[config.mk]
export PLATFORM = sky130hd
export DESIGN_NAME = i2s_tx
export DESIGN_NICKNAME = d
export VERILOG_FILES = /design/src/rtl/i2s_pkg.sv /design/src/rtl/i2s_bck_gen.sv /design/src/rtl/i2s_tx.sv
export SDC_FILE = /design/constraint.sdc
export NUM_CORES = 1
export LEC_CHECK = 0
export BUFFER_PORTS_ARGS = -buffer_cell sky130_fd_sc_hd__buf_2
export CORE_ASPECT_RATIO = 0.7
export CORE_MARGIN = 2
export CORE_UTILIZATION = 45
export DETAILED_ROUTE_END_ITERATION = 8
export SYNTH_ARGS = -nofsm -noshare
export SYNTH_HDL_FRONTEND = slang
export SYNTH_SLANG_ARGS = --single-unit
[constraint.sdc]
create_clock -name AMCLK_i -period 2.7 [get_ports AMCLK_i]
set_input_delay 0.135 -clock AMCLK_i [delete_from_list [all_inputs] [get_ports AMCLK_i]]
set_output_delay 0.135 -clock AMCLK_i [all_outputs]
set_load 0.1 [all_outputs]
[src/rtl/i2s_pkg.sv]
// Shared definitions for the I2S transmitter: default geometry, the
// left/right sample-pair type and the word-select decode.
package i2s_pkg;

    // Default link geometry: 24-bit samples in 32-bit slots, BCK = AMCLK/4.
    localparam int I2S_SAMPLE_WIDTH     = 24;
    localparam int I2S_SLOT_WIDTH       = 32;
    localparam int I2S_MCLK_DIV         = 4;

    // Widest sample the pair container can carry.  Narrower samples are
    // stored LSB-aligned and the upper bits stay zero.
    localparam int I2S_MAX_SAMPLE_WIDTH = 32;

    typedef struct packed {
        logic [I2S_MAX_SAMPLE_WIDTH-1:0] left;
        logic [I2S_MAX_SAMPLE_WIDTH-1:0] right;
    } i2s_pair_t;

    // Word select for the bit that is being launched.  The one-BCK I2S delay
    // means WS goes high on the last bit of the left slot and drops on the
    // last bit of the right slot, one BCK ahead of each channel's MSB.
    function automatic logic i2s_ws(input int bit_idx, input int slot_width);
        return (bit_idx >= slot_width - 1) && (bit_idx <= 2 * slot_width - 2);
    endfunction

endpackage

[src/rtl/i2s_bck_gen.sv]
// Bit-clock generator: divides AMCLK by MCLK_DIV into a 50% duty BCK and
// provides single-cycle strobes for the cycles that produce each BCK edge.
module i2s_bck_gen
    import i2s_pkg::*;
#(
    parameter int MCLK_DIV = I2S_MCLK_DIV
) (
    input  logic clk_i,
    input  logic rst_n_i,
    output logic bck_o,
    output logic rise_tick_o,
    output logic fall_tick_o
);

    localparam int DIV_W = (MCLK_DIV > 1) ? $clog2(MCLK_DIV) : 1;
    localparam logic [DIV_W-1:0] DIV_RISE = DIV_W'(MCLK_DIV / 2 - 1);
    localparam logic [DIV_W-1:0] DIV_LAST = DIV_W'(MCLK_DIV - 1);

    logic [DIV_W-1:0] div_cnt_q;
    logic [DIV_W-1:0] div_cnt_d;
    logic             bck_q;
    logic             bck_d;

    // Strobes mark the AMCLK cycle whose closing edge moves BCK.
    assign rise_tick_o = (div_cnt_q == DIV_RISE);
    assign fall_tick_o = (div_cnt_q == DIV_LAST);
    assign bck_o       = bck_q;

    // Divider wraps at MCLK_DIV-1; BCK rises halfway and falls on the wrap.
    always_comb begin
        div_cnt_d = div_cnt_q + 1'b1;
        bck_d     = bck_q;
        if (div_cnt_q == DIV_LAST) begin
            div_cnt_d = '0;
        end
        if (rise_tick_o) begin
            bck_d = 1'b1;
        end else if (fall_tick_o) begin
            bck_d = 1'b0;
        end
    end

    // Divider and BCK state registers.
    always_ff @(posedge clk_i or negedge rst_n_i) begin
        if (!rst_n_i) begin
            div_cnt_q <= '0;
            bck_q     <= 1'b0;
        end else begin
            div_cnt_q <= div_cnt_d;
            bck_q     <= bck_d;
        end
    end

endmodule

[src/rtl/i2s_tx.sv]
// Philips I2S bus-master transmitter.  A stereo pair is taken over a
// valid/ready handshake into a one-deep holding register and moved into the
// frame shift register at the start of every frame; an empty holding
// register at that moment yields a silent frame and an underrun pulse.
module i2s_tx
    import i2s_pkg::*;
#(
    parameter int SAMPLE_WIDTH = I2S_SAMPLE_WIDTH,
    parameter int SLOT_WIDTH   = I2S_SLOT_WIDTH,
    parameter int MCLK_DIV     = I2S_MCLK_DIV
) (
    input  logic                    AMCLK_i,
    input  logic                    nARST,
    input  logic [SAMPLE_WIDTH-1:0] sample_l_i,
    input  logic [SAMPLE_WIDTH-1:0] sample_r_i,
    input  logic                    sample_valid_i,
    output logic                    sample_ready_o,
    output logic                    ASCLK_o,
    output logic                    ALRCLK_o,
    output logic                    ASDATA_o,
    output logic                    frame_start_o,
    output logic                    underrun_o
);

    localparam int FRAME_BITS = 2 * SLOT_WIDTH;
    localparam int CNT_W      = $clog2(FRAME_BITS);
    localparam logic [CNT_W-1:0] CNT_LAST = CNT_W'(FRAME_BITS - 1);

    // Bit clock and its edge strobes.
    logic fall_tick;
    logic unused_bck_rise;

    // Frame position and serial output state.
    logic [CNT_W-1:0]      bit_cnt_q;
    logic [CNT_W-1:0]      bit_cnt_d;
    logic                  ws_q;
    logic                  ws_d;
    logic                  sdata_q;
    logic                  sdata_d;
    logic [FRAME_BITS-1:0] shift_q;
    logic [FRAME_BITS-1:0] shift_d;

    // Holding register and handshake.
    i2s_pair_t             hold_q;
    i2s_pair_t             hold_d;
    logic                  hold_full_q;
    logic                  hold_full_d;
    logic                  ready_q;
    logic                  ready_d;

    // Status pulses.
    logic                  frame_start_q;
    logic                  frame_start_d;
    logic                  underrun_q;
    logic                  underrun_d;

    // Combinational helpers.
    i2s_pair_t             in_pair;
    logic [FRAME_BITS-1:0] frame_vec;
    logic                  load;
    logic                  accept;
    logic                  unused_hold_bits;

    i2s_bck_gen #(
        .MCLK_DIV (MCLK_DIV)
    ) u_bck_gen (
        .clk_i       (AMCLK_i),
        .rst_n_i     (nARST),
        .bck_o       (ASCLK_o),
        .rise_tick_o (unused_bck_rise),
        .fall_tick_o (fall_tick)
    );

    // The frame is reloaded on the fall tick that wraps the bit counter to 0.
    assign load   = fall_tick && (bit_cnt_q == CNT_LAST);
    // Ready is registered, so a pair offered during the load cycle of a full
    // holding register is simply not taken; it goes in one cycle later.
    assign accept = sample_valid_i && ready_q;

    // Holding-register bits above SAMPLE_WIDTH are always zero and never read.
    assign unused_hold_bits = ^{hold_q.left, hold_q.right};

    // Widen the incoming samples into the pair container.
    always_comb begin
        in_pair = '0;
        in_pair.left[SAMPLE_WIDTH-1:0]  = sample_l_i;
        in_pair.right[SAMPLE_WIDTH-1:0] = sample_r_i;
    end

    // Lay out the full frame MSB first: left slot, then right slot, each
    // sample left-justified with zero padding.  Empty holding gives silence.
    always_comb begin
        frame_vec = '0;
        if (hold_full_q) begin
            frame_vec[FRAME_BITS-1 -: SAMPLE_WIDTH] = hold_q.left[SAMPLE_WIDTH-1:0];
            frame_vec[SLOT_WIDTH-1 -: SAMPLE_WIDTH] = hold_q.right[SAMPLE_WIDTH-1:0];
        end
    end

    // Next-state logic for counter, serializer, holding register and pulses.
    always_comb begin
        bit_cnt_d     = bit_cnt_q;
        ws_d          = ws_q;
        sdata_d       = sdata_q;
        shift_d       = shift_q;
        hold_d        = hold_q;
        hold_full_d   = hold_full_q;
        frame_start_d = 1'b0;
        underrun_d    = 1'b0;

        if (fall_tick) begin
            if (bit_cnt_q == CNT_LAST) begin
                bit_cnt_d = '0;
            end else begin
                bit_cnt_d = bit_cnt_q + 1'b1;
            end
            ws_d = i2s_ws(int'(bit_cnt_d), SLOT_WIDTH);

            if (load) begin
                // Launch bit 0 of the new frame straight from the layout and
                // keep the rest queued in the shift register.
                sdata_d       = frame_vec[FRAME_BITS-1];
                shift_d       = {frame_vec[FRAME_BITS-2:0], 1'b0};
                frame_start_d = 1'b1;
                underrun_d    = !hold_full_q;
                hold_full_d   = 1'b0;
            end else begin
                sdata_d = shift_q[FRAME_BITS-1];
                shift_d = {shift_q[FRAME_BITS-2:0], 1'b0};
            end
        end

        // Accept is only possible when the holding register is already empty,
        // so it can never clobber a pair that is still waiting to be sent.
        if (accept) begin
            hold_d      = in_pair;
            hold_full_d = 1'b1;
        end

        ready_d = !hold_full_d;
    end

    // State registers; reset abandons the current frame and any held pair.
    always_ff @(posedge AMCLK_i or negedge nARST) begin
        if (!nARST) begin
            bit_cnt_q     <= CNT_LAST;
            ws_q          <= 1'b0;
            sdata_q       <= 1'b0;
            shift_q       <= '0;
            hold_q        <= '0;
            hold_full_q   <= 1'b0;
            ready_q       <= 1'b1;
            frame_start_q <= 1'b0;
            underrun_q    <= 1'b0;
        end else begin
            bit_cnt_q     <= bit_cnt_d;
            ws_q          <= ws_d;
            sdata_q       <= sdata_d;
            shift_q       <= shift_d;
            hold_q        <= hold_d;
            hold_full_q   <= hold_full_d;
            ready_q       <= ready_d;
            frame_start_q <= frame_start_d;
            underrun_q    <= underrun_d;
        end
    end

    assign ALRCLK_o       = ws_q;
    assign ASDATA_o       = sdata_q;
    assign sample_ready_o = ready_q;
    assign frame_start_o  = frame_start_q;
    assign underrun_o     = underrun_q;

endmodule

[After elaboration in Yosys (flattened, before gate mapping)]
Cells that the tools add are included.
Operators by class
  multiply operators: 0
  reduce and logical (&&, ||, !) cells: 6
  add/sub/neg operators: 2
  shifts and indexed selects: 0
  multiplexer cells: 16
  equal/unequal tests: 3
  $lt $le $gt $ge: 2
  bitwise operators: 0
  div/mod/pow operators: 0
Operator list (number)
  64-bit two-way mux: 1
  24-bit two-way mux: 2
  6-bit two-way mux: 2
  1-bit two-way mux: 10
  6-bit by 1-bit adder with 6-bit output, second input constant: 1
  6-bit == test, second input constant: 1
  6-bit by 5-bit >= comparator with 1-bit output, second input constant: 1
  6-bit <= comparator, second input constant: 1
  1-bit logical AND: 3
  2-bit by 1-bit adder with 2-bit output, second input constant: 1
  2-bit by 1-bit == test with 1-bit output, second input constant: 1
  2-bit == test, second input constant: 1
  1-bit zero test: 2
  2-bit two-way mux: 1
  2-bit nonzero test: 1
Word-level totals
  output and inout bits: 6
  memories kept: 0
  bits in registers: 127
  memory bits (writable): 0
  bits in latches: 0
  memory bits (read-only): 0
  word-level logic and storage cells: 41

[Logic depth before layout (Yosys ltp)]
Gate-level depths: netlist of run 1.
  depth in word-level cells: 6
  mapped depth: 7

[By module]
A second synthesis of run 1 with hierarchy kept.
Second synthesis, totals
  cells, all modules: 458
  area total of the unflattened synthesis: 5061.1 µm²
By module, submodules not included
  i2s_tx: seq. area each 2886.5 µm², area an instance 4938.5 µm², cells each 448, times used 1
  i2s_bck_gen: seq. area each 75.1 µm², area an instance 122.6 µm², cells each 10, times used 1

[Least setup slack after synthesis of run 1]
Ideal clock, no wire load.
  path kind: register to register
  start point: reg ready_q, in the netlist sample_ready_o
  end point: reg hold_q[0] (netlist bit)
  stages on the path, launching flop included: 4
  slack: 0.997 ns
  data required time: 2.575 ns
  arrival: 1.579 ns
  period minus slack after synthesis: 1.703 ns
  path buffers: 1
  cells stage by stage: dfstp_2 nand2_1 buf_1 mux2_2
On the way
  cells in the longest elaborated chain, start to end: 1
Ends and longest elaborated chain
  from (decl): RTL line i2s_tx.sv:48  | logic ready_q;
  from (signal assigned): RTL line i2s_tx.sv:162  | ready_q <= ready_d;
  1-bit logical AND: RTL line i2s_tx.sv:78  | assign accept = sample_valid_i && ready_q;
  to (signal assigned): RTL line i2s_tx.sv:160  | hold_q <= hold_d;
  to (decl): RTL line i2s_tx.sv:44  | i2s_pair_t hold_q;
Every way passes these cells.
A chain may end at the register's enable or synchronous reset.

[Worst setup path after layout of run 1]
  start point: reg bit_cnt_q[1]
  end point: reg shift_q[15]
On the way
  cells in the longest elaborated chain, start to end: 3
Ends and longest elaborated chain
  from (decl): RTL line i2s_tx.sv:34  | logic [CNT_W-1:0] bit_cnt_q;
  from (signal assigned): RTL line i2s_tx.sv:156  | bit_cnt_q <= bit_cnt_d;
  6-bit == test: RTL line i2s_tx.sv:75  | assign load = fall_tick && (bit_cnt_q == CNT_LAST);
  1-bit logical AND: RTL line i2s_tx.sv:75
  64-bit two-way mux: RTL line i2s_tx.sv:119  | if (load) begin
  to (signal assigned): RTL line i2s_tx.sv:159  | shift_q <= shift_d;
  to (decl): RTL line i2s_tx.sv:40  | logic [FRAME_BITS-1:0] shift_q;
Every way passes these cells.

==> flow_summary_export.csv, run 1 <==
group,metric,value,unit
run_status,status,"finished, final reports clean",
timing,worst_pin_slew,0.979,ns
timing,max_freq,0.496,GHz
global_route,antenna_found_initial,0,
route,drt_wl_total,10300,um
synthesis,synth_nets,515,
route,wl_met1,5060,um
setup_path,worstSetupPathType,"reg -> reg",
pwr,leakagePower,2.97,nW
timing,finalSetupViolations,0,
hold_path,hp-class,"in -> async",
cells_and_area,area_growth,28.8,%
pwr,p_int,3.24,mW
global_route,overflow,0,
setup_path,arrival,2.33,ns
clocking,clk_pin_slew_worst_paths,0.06,ns
place,gp_congestion,0.777,
clocking,clock-root-buffer,"clkbuf_16",
pwr,p_seq_share,43.2,%
pwr,power.density,628,nW/um^2
clocking,clkLatencyLatePin,0.41,ns
synthesis,synth_edf_count,0,
setup_path,required,3.01,ns
synthesis,syn-instance-count,459,
route,drc,0,
place,dpl.hpwl,5990,um
route,drt-vias-per-instance,5.07,
synthesis,seq_area_frac_synth,58.5,%
synthesis,syn_area,5060,um^2
timing,finalCritPeriodShare,74.7,%
route,vias,3655,
timing,finalHoldViolCount,0,
timing,grt_setup_unrepaired,"no",
floorplan,start_util,46.1,%
pwr,p_clk_share,53.7,%
timing,whs,0.307,ns
setup_path,crit_fanout,29,
clocking,cts_tree,"yes",
timing,maxSlewHeadroom,34.7,%
timing,min_period,2.02,ns
synthesis,synth_top_area_cell,"dfrtp_1",
pwr,p_switching,0.854,mW
synthesis,synth_commonest_cells,"dfrtp_1 (111), nand2_1 (61), nor2_1 (54), mux2_2 (48), a31oi_1 (47)",
global_route,grt_util_all_layers,18.8,%
cells_and_area,num-nets-final,611,
cells_and_area,drive_gt1_share,29.4,%
setup_path,slowest_stage,"dfstp_2",
clocking,cts_hold_buf,49,
synthesis,async_flop_share,100,%
synthesis,synth_top_area_share,54.9,%
cells_and_area,fillers,931,
route,routed.top_layer,"met4",
clocking,clock-sinks,118,
synthesis,yosysWarnings,0,
route,drt_iter0_drc,242,
clocking,cts_max_level,4,
job,drv_cap,0,
setup_path,cp-end-kind,"flip-flop",
timing,slew_violations,0,
synthesis,synthTopCellsByArea,"dfrtp_1 (55%), mux2_2 (11%), a31oi_1 (5.8%), nand2_1 (4.5%), nand3_1 (4.2%)",
timing,skew,0.00989,ns
setup_path,max_stage_delay,0.59,ns
route,met3_length,330,um
place,portBuffers,56,
synthesis,synth_cell_types,34,
global_route,grt_pass1_wl,17600,um
route,met2WireLength,4790,um
synthesis,synth.most_common_cell,"dfrtp_1",
clocking,post_cts_buffers,0,
clocking,cts_buffer_depth,2,
synthesis,syn_area_per_cell,11.0,um^2
floorplan,die_y,92.7,um
setup_path,crit_chain,"ha_1 > and3_4 > buf_12 > nand3_1 > a31oi_1",
timing,tns,0,ns
pwr,vdd_drop_max,549,uV
clocking,ctsResizeCount,0,
cells_and_area,diodes,0,
floorplan,rows,32,
floorplan,fp.coreArea,11000,um^2
floorplan,die-area,12100,um^2
pwr,p_comb_share,3.1,%
synthesis,synth-seq-cells,118,
route,wl_per_cell,14.3,um
floorplan,die_w,131,um
setup_path,startpoint_type,"flip-flop",
floorplan,io_pins,57,
route,first_pass_iters,5,
synthesis,synth_ff_type,"dfrtp_1",
global_route,first_global_vias,3653,
pwr,swShare,20.8,%
global_route,grt_max_degree,53,
clocking,cts_buffers,17,
route,drtAntennaViolNets,0,
==> sequential cells by signal, summed over array words and instances, names as in the netlist, 2 cells and up <==
register and cells:
hold_q 48, shift_q 55, u_bck_gen.div_cnt_q 2, bit_cnt_q 6
==> kinds of logic after synthesis <==
family,Yosys count,synth area share (%)
XOR/XNOR,3,0.519
multiplexers,49,10.9
AO/OA/AOI/OAI,66,8.58
adder cells (fa/ha/maj),5,1.24
flip-flops,118,58.5
AND/OR/NAND/NOR,175,15.8
buffers and inverters,43,4.47
==> power by group through the flow <==
stage | logic (mW) | registers, mW | clock network (mW)
2_1_floorplan | 0.000782 | 1.80 | 0
5_1_grt | 0.144 | 1.77 | 2.33
3_3_place_gp | 0.0755 | 1.80 | 0
4_1_cts | 0.132 | 1.77 | 2.24
3_5_place_dp | 0.0776 | 1.80 | 0
6_report | 0.128 | 1.77 | 2.20
==> worst paths after layout <==
check                                start              end  slack [ns]  cells past startpoint
max                           bit_cnt_q[1]      shift_q[15]        0.68                      5
min                                  nARST      shift_q[19]        0.31                      2
max reg2reg                   bit_cnt_q[1]      shift_q[15]        0.68                      5
min reg2reg                u_bck_gen.bck_o  u_bck_gen.bck_o        0.48                      1
max in group asynchronous            nARST      shift_q[23]        1.61                      3
min in group AMCLK_i        sample_valid_i      hold_full_q        0.36                      4
==> per-layer routing <==
layer  track usage, %  up-vias
met5                0        -
met4             6.38        0
met3             5.03       13
met2             29.3       64
met1             25.5     1784
li1                 -     1794
==> cell type report <==
cell class | instances | area (um^2) | area share [%]
timing repair buffer | 114 | 866 | 13.3
tap | 153 | 191 | 2.94
clock inverter | 13 | 131 | 2.01
sequential | 118 | 2960 | 45.4
multi-input combinational | 298 | 1890 | 29.0
clock buffer | 19 | 453 | 6.95
inverter | 6 | 22.5 | 0.345
==> cells in the final DEF, fill, tap and decap left out, drive strengths merged, types with 5 or more instances in the layout <==
cell type / netlist / routed
dlygate4sd3: 0 / 49
mux2: 48 / 48
dfstp: 7 / 7
o2bb2ai: 9 / 9
buf: 22 / 65
a31oi: 47 / 47
nand2: 61 / 61
clkinv: 0 / 6
ha: 5 / 5
dfrtp: 111 / 111
nand3: 52 / 52
nor2: 54 / 54
inv: 6 / 6
clkbuf: 15 / 19
clkinvlp: 0 / 5
==> per-stage QoR <==
stage               power, mW  util [%]  setup slack [ns]  cell area, um^2  cells
finish                   4.10      59.4             0.684             6520    721
global route             4.25      59.4             0.444             6520    721
CTS                      4.14      59.4             0.670             6520    721
detailed placement       1.88      49.6             0.701             5450    640
global placement         1.88      49.6             0.770             5450    640
floorplan                1.80         -             0.997             5060    459
==> critical path: cells and delay by family, from the launching register on <==
kind	cells	cell delay (ns)
AO/OA/AOI/OAI	1	0.24
adder cells (fa/ha/maj)	1	0.30
buffers and inverters	1	0.24
flip-flops	1	0.59
AND/OR/NAND/NOR	2	0.54
(Power assumes the default switching activity.)
==> inputs of run 2 (changes only) <==
Settings changed: ABC_AREA set to 1, PLACE_DENSITY set to 0.67.
Clock period 2.7 ns to 1.7 ns, I/O delays scaled along.
==> run 2 against run 1 <==
Compared with the run above: first-iteration DRC count fell by 12%; critical path type unchanged; largest power group unchanged; total power up 59%; synthesized cell count shrank 5.0%; non-clock buffer count up 7; count of clock-buffer cells in the layout increased by 5; core utilization rose by 1.3 points.
==> flow_summary_export.csv, run 2 <==
group,metric,value,unit
synthesis,synth_top_area_share,55.7,%
clocking,cts_buffers,17,
timing,max_freq,0.616,GHz
setup_path,crit_fanout,6,
synthesis,synth_commonest_cells,"dfrtp_1 (111), inv_1 (68), nand3_1 (52), mux2_2 (48), o221ai_1 (41)",
timing,finalSetupViolations,0,
route,drt_iter0_drc,212,
pwr,vdd_drop_max,709,uV
route,wl_met1,4830,um
route,drc,0,
floorplan,start_util,45.8,%
cells_and_area,postLayoutCellArea,6610,um^2
timing,whs,0.137,ns
cells_and_area,reg_top3,"shift_q (55), hold_q (48), bit_cnt_q (6)",
cells_and_area,instances_no_fill,714,
clocking,clock-sinks,118,
synthesis,synth_top_area_cell,"dfrtp_1",
synthesis,async_flop_share,100,%
synthesis,synth.most_common_cell,"dfrtp_1",
timing,worst_pin_slew,0.488,ns
job,drv_cap,0,
floorplan,rows,32,
synthesis,yosysWarnings,0,
timing,finalCritPeriodShare,95.5,%
synthesis,synth_edf_count,0,
setup_path,startpoint_type,"flip-flop",
route,met3_length,565,um
cells_and_area,largest-register,"shift_q",
cells_and_area,num-nets-final,604,
floorplan,die-area,12000,um^2
global_route,grt_util_all_layers,18.7,%
route,first_pass_iters,4,
synthesis,synthTopCellsByArea,"dfrtp_1 (56%), mux2_2 (11%), o221ai_1 (7.2%), nand3_1 (5.2%), inv_1 (5.1%)",
timing,tns,0,ns
timing,maxSlewHeadroom,67.7,%
place,dp_cells,633,
synthesis,syn_area_per_cell,11.4,um^2
timing,grt_setup_unrepaired,"no",
synthesis,syn_area,4990,um^2
synthesis,seq_area_frac_synth,59.4,%
timing,skew,0.00794,ns
clocking,cts_max_level,4,
synthesis,synth_cell_types,28,
clocking,cts_tree,"yes",
global_route,antenna_found_initial,0,
cells_and_area,drive_gt1_share,29.6,%
timing,finalHoldViolCount,0,
route,wl_per_cell,14.2,um
setup_path,r2r_slack,0.08,ns
floorplan,die_w,130,um
global_route,first_global_vias,3697,
cells_and_area,largest_reg_flops,55,
run_status,status,"finished, final reports clean",
clocking,clk_pin_slew_worst_paths,0.05,ns
route,drtAntennaViolNets,0,
place,dpl.hpwl,6340,um
setup_path,max_stage_delay,0.55,ns
hold_path,hp-class,"in -> async",
global_route,grt_pass1_wl,17300,um
global_route,overflow,0,
setup_path,cp-end-kind,"flip-flop",
cells_and_area,final_cell_mix,"dfrtp_1 (111), inv_1 (68), buf_2 (55)",
synthesis,synth_nets,492,
synthesis,synth-seq-cells,118,
synthesis,synth_ff_type,"dfrtp_1",
route,vias,3576,
setup_path,path_common_cell,"nand2_1",
place,gp_congestion,0.869,
clocking,cts_buffer_depth,2,
route,routed.top_layer,"met4",
timing,min_period,1.62,ns
cells_and_area,fin_util,60.7,%
setup_path,required,2.00,ns
setup_path,slowest_stage,"dfstp_2",
cells_and_area,diodes,0,
timing,slew_violations,0,
floorplan,die_y,92.1,um
place,placed_area,5510,um^2
route,drt_wl_total,10200,um
setup_path,arrival,1.92,ns
cells_and_area,area_growth,32.5,%
clocking,clock-root-buffer,"clkbuf_16",
clocking,clkLatencyLatePin,0.41,ns
place,portBuffers,56,
setup_path,crit_chain,"buf_4 > ha_1 > or2_2 > nor2_1 > nand3_1 > nand2_1 > nand2_1",
route,drt-vias-per-instance,5.01,
cells_and_area,final_common_cell,"dfrtp_1",
pwr,power.density,987,nW/um^2
pwr,leakagePower,3.20,nW
floorplan,fp.coreArea,10900,um^2
route,met2WireLength,4640,um
global_route,grt_max_degree,63,
synthesis,syn-instance-count,436,
floorplan,io_pins,57,
setup_path,worstSetupPathType,"reg -> reg",
==> run 2: changes by cell type in the layout (fill, tap and decap cells not counted), moves of 3 or more <==
cell,previous run,this run
inv_1,6,68
a31oi_1,47,0
nor2_1,54,10
o221ai_1,0,41
nand2_1,60,31
nand3_1,41,52
nand3_2,11,0
o2bb2ai_1,9,0
o22ai_1,0,8
o21ai_0,3,9
buf_12,2,7
clkbuf_1,0,3
o211ai_1,0,3
==> run 2: routing by layer <==
| metal | global-route usage, % | vias up |
|---|---|---|
| li1 | - | 1728 |
| met1 | 25.4 | 1743 |
| met2 | 28.9 | 94 |
| met3 | 5.72 | 11 |
| met4 | 6.00 | 0 |
| met5 | 0 | - |
==> run 2: path summary, 6_finish.rpt <==
| check | from | to | depth (start not counted) |
|---|---|---|---|
| setup reg to reg | bit_cnt_q[1] | ALRCLK_o | 7 |
| hold reg to reg | u_bck_gen.div_cnt_q[0] | u_bck_gen.div_cnt_q[0] | 1 |
| min in group AMCLK_i | sample_valid_i | hold_full_q | 4 |
| hold / removal | nARST | hold_q[50] | 2 |
| max in group asynchronous | nARST | bit_cnt_q[3] | 3 |
| setup / recovery | bit_cnt_q[1] | ALRCLK_o | 7 |
==> run 2: final cells by class <==
| type | count | area [um^2] |
|---|---|---|
| Inverter | 68 | 255 |
| Clock inverter | 8 | 97.6 |
| Tap cell | 153 | 191 |
| Timing Repair Buffer | 121 | 981 |
| Clock buffer | 24 | 492 |
| Multi-Input combinational cell | 222 | 1630 |
| Sequential cell | 118 | 2970 |
| Fill cell | 867 | 4280 |
==> run 2: kinds of logic (layout without fill, tap and decap cells) <==
family	after synthesis	count (layout)	share of synthesized area, %
and+or+nand+nor	103	103	9.96
buffers and inverters	96	221	8.43
muxes	48	48	10.8
AOI/OAI and AO/OA	66	66	10.2
adders and majority gates	5	5	1.25
DFF	118	118	59.4
==> run 2: where the power goes <==
group	switching (mW)	internal, mW
Combinational	0.0835	0.122
Clock	1.20	2.30
Sequential	0	2.81
==> run 2: repair_timing <==
item,4_1_cts,5_1_grt
gates resized for setup,0,3
endpoints found under the setup margin,0,43
hold endpoints to repair,147,0
hold buffers,49,0
buffers inserted,0,0
==> run 2: through the flow <==
step                      total power, mW  setup WS [ns]
after floorplan                      2.86         0.0408
after global placement               2.98         0.0960
after detailed placement             2.98         0.0579
after CTS                            6.57         0.0568
after global routing                 6.74        0.00373
final                                6.52         0.0770
==> run 2: worst max-delay path, delay by kind of cell (launching register included) <==
family	cells	cell delay [ns]
and+or+nand+nor	5	0.58
buffers and inverters	1	0.14
DFF	1	0.55
adders and majority gates	1	0.24
==> inputs of run 3 (changes only) <==
Settings changed: PLACE_DENSITY 0.67 to 0.66, SYNTH_HIERARCHICAL set to 1.
==> run 3 against run 2 <==
Compared with the run above: count of clock-buffer cells in the layout fell by 1; total power fell by 2.7%; flip-flop and latch count did not move; synthesized area rose by 0.78%; hold slack got worse by 0.042 ns; global-route usage rose by 0.64 points; synthesized cell count rose by 0.92%; sequential power barely moved; largest power group unchanged; largest cell class unchanged; final cell count rose by 2.5%.
==> flow_summary_export.csv, run 3 <==
group,metric,value,unit
cells_and_area,num-nets-final,622,
timing,finalHoldViolCount,0,
synthesis,syn-instance-count,440,
global_route,antenna_found_initial,0,
global_route,overflow,0,
synthesis,yosysWarnings,6,
clocking,clkLatencyLatePin,0.41,ns
cells_and_area,area_growth,40.3,%
route,wl_per_cell,15.1,um
synthesis,seq_area_frac_synth,58.9,%
global_route,first_global_vias,3698,
cells_and_area,final_cell_mix,"dfrtp_1 (111), inv_1 (67), buf_2 (55)",
setup_path,cp-end-kind,"flip-flop",
cells_and_area,reg_top3,"shift_q (55), hold_q (48), bit_cnt_q (6)",
synthesis,synth_ff_type,"dfrtp_1",
floorplan,rows,32,
floorplan,die-area,12000,um^2
cells_and_area,largest-register,"shift_q",
floorplan,die_w,130,um
synthesis,async_flop_share,100,%
job,drv_cap,0,
place,portBuffers,56,
cells_and_area,drive_gt1_share,38.3,%
synthesis,synth_edf_count,0,
pwr,leakagePower,3.33,nW
synthesis,synth_top_area_cell,"dfrtp_1",
setup_path,max_stage_delay,0.56,ns
setup_path,crit_family,"flip-flops",
setup_path,worstSetupPathType,"reg -> reg",
timing,whs,0.0943,ns
clocking,clk_pin_slew_worst_paths,0.05,ns
synthesis,synth_cell_types,28,
global_route,grt_max_degree,57,
floorplan,fp.coreArea,10900,um^2
place,gp_congestion,0.759,
place,dpl.hpwl,6370,um
synthesis,synth_nets,496,
global_route,grt_pass1_wl,17900,um
setup_path,slowest_stage,"dfstp_2",
cells_and_area,fin_util,64.5,%
place,dp_cells,640,
route,drt-vias-per-instance,5.04,
global_route,grt_util_all_layers,19.4,%
route,drc,0,
synthesis,syn_area,5030,um^2
floorplan,io_pins,57,
timing,skew,0.0122,ns
clocking,cts_tree,"yes",
clocking,cts_buffers,17,
timing,finalCritPeriodShare,98.1,%
synthesis,synthTopCellsByArea,"dfrtp_1 (55%), mux2_2 (11%), o221ai_1 (7.1%), nand3_1 (5.2%), inv_1 (5.1%)",
route,vias,3687,
clocking,clock-root-buffer,"clkbuf_16",
synthesis,synth.most_common_cell,"dfrtp_1",
timing,finalSetupViolations,0,
cells_and_area,diodes,0,
floorplan,die_y,92.4,um
setup_path,arrival,1.99,ns
setup_path,crit_chain,"ha_4 > nand2_4 > nor2_4 > nand2_4 > nor2_4 > buf_12 > clkbuf_16 > nand3_2 > o221ai_2",
timing,grt_setup_unrepaired,"yes",
timing,tns,0,ns
synthesis,synth_commonest_cells,"dfrtp_1 (111), inv_1 (68), nand3_1 (52), mux2_2 (48), o221ai_1 (41)",
clocking,cts_max_level,4,
timing,min_period,1.67,ns
synthesis,syn_area_per_cell,11.4,um^2
clocking,cts_buffer_depth,2,
timing,maxSlewHeadroom,67.6,%
route,drt_iter0_drc,234,
synthesis,synth-seq-cells,118,
route,drtAntennaViolNets,0,
hold_path,hp-class,"in -> async",
clocking,clock-sinks,118,
cells_and_area,fillers,806,
route,first_pass_iters,5,
route,drt_wl_total,11000,um
timing,worst_pin_slew,0.490,ns
cells_and_area,final_common_cell,"dfrtp_1",
timing,max_freq,0.600,GHz
floorplan,start_util,46.0,%
run_status,status,"finished, final reports clean",
cells_and_area,largest_reg_flops,55,
pwr,power.density,900,nW/um^2
setup_path,crit_fanout,5,
setup_path,required,2.02,ns
setup_path,critPathBufInv,2,
timing,slew_violations,0,
synthesis,synth_top_area_share,55.3,%
pwr,vdd_drop_max,750,uV
cells_and_area,instances_no_fill,732,
setup_path,startpoint_type,"flip-flop",
-- run 3: area by class of cell --
class / instances / area, um^2 / share of cell area, %
well taps: 153 / 191 / 2.71
repair buffers: 135 / 1210 / 17.1
flip-flops and latches: 118 / 2970 / 42.0
multi-input cells: 225 / 1870 / 26.5
clock buffers: 23 / 488 / 6.92
inverters: 69 / 259 / 3.67
clock inverters: 9 / 75.1 / 1.06
-- run 3: timing repair --
item                                    in CTS  in global routing
setup buffers                                3                  6
pin swaps                                    2                  7
cloned                                       1                  2
endpoints found under the setup margin      34                 52
hold buffers                                49                  0
hold endpoints to repair                   159                  0
gates resized for setup                      4                 44
-- run 3: final timing paths --
kind / startpoint / endpoint / slack, ns / cells past startpoint
worst max-delay path: bit_cnt_q[0] / shift_q[17] / 0.03 / 9
worst min-delay path: nARST / hold_q[50] / 0.09 / 2
worst max register to register: bit_cnt_q[0] / shift_q[17] / 0.03 / 9
worst min register to register: u_bck_gen/bck_o / u_bck_gen/bck_o / 0.47 / 2
max in group asynchronous: nARST / bit_cnt_q[4] / 0.99 / 3
min in group AMCLK_i: sample_valid_i / hold_full_q / 0.22 / 4
-- run 3: worst register-to-register path, delay by kind of cell, from the launching register on --
family	cells	cell delay (ns)
flip-flops	1	0.56
AND/OR/NAND/NOR	5	0.50
buffers and inverters	2	0.28
adder cells (fa/ha/maj)	1	0.15
AO/OA/AOI/OAI	1	0.08
-- run 3: where the power goes --
part | switching (mW) | internal [mW] | leakage (nW)
clock | 1.18 | 2.14 | 0.279
sequential | 0 | 2.81 | 1.62
combinational | 0.0846 | 0.124 | 1.44
-- run 3: cells by family (layout without fill, tap and decap cells) --
| family | after synthesis | after routing | share of synthesized area (%) |
|---|---|---|---|
| and+or+nand+nor | 108 | 108 | 10.5 |
| buffers and inverters | 97 | 236 | 8.66 |
| AOI/OAI and AO/OA | 64 | 64 | 9.93 |
| adders and majority gates | 5 | 5 | 1.24 |
| muxes | 48 | 48 | 10.8 |
| DFF | 118 | 118 | 58.9 |
-- run 3: layer usage --
layer	track usage [%]	share of wire (%)
met1	26.4	45
met2	29.8	50
met3	5.49	4.8
met4	6.74	1.0
met5	0	0
-- run 3: metrics by stage --
stage	area (um^2)	setup slack, ns	total power [mW]
2_1_floorplan	5030	0.0408	2.86
3_3_place_gp	5580	0.0522	2.98
3_5_place_dp	5580	-0.0163	2.99
4_1_cts	6720	0.00397	6.42
5_1_grt	7050	-0.0559	6.58
6_report	7050	0.0322	6.35
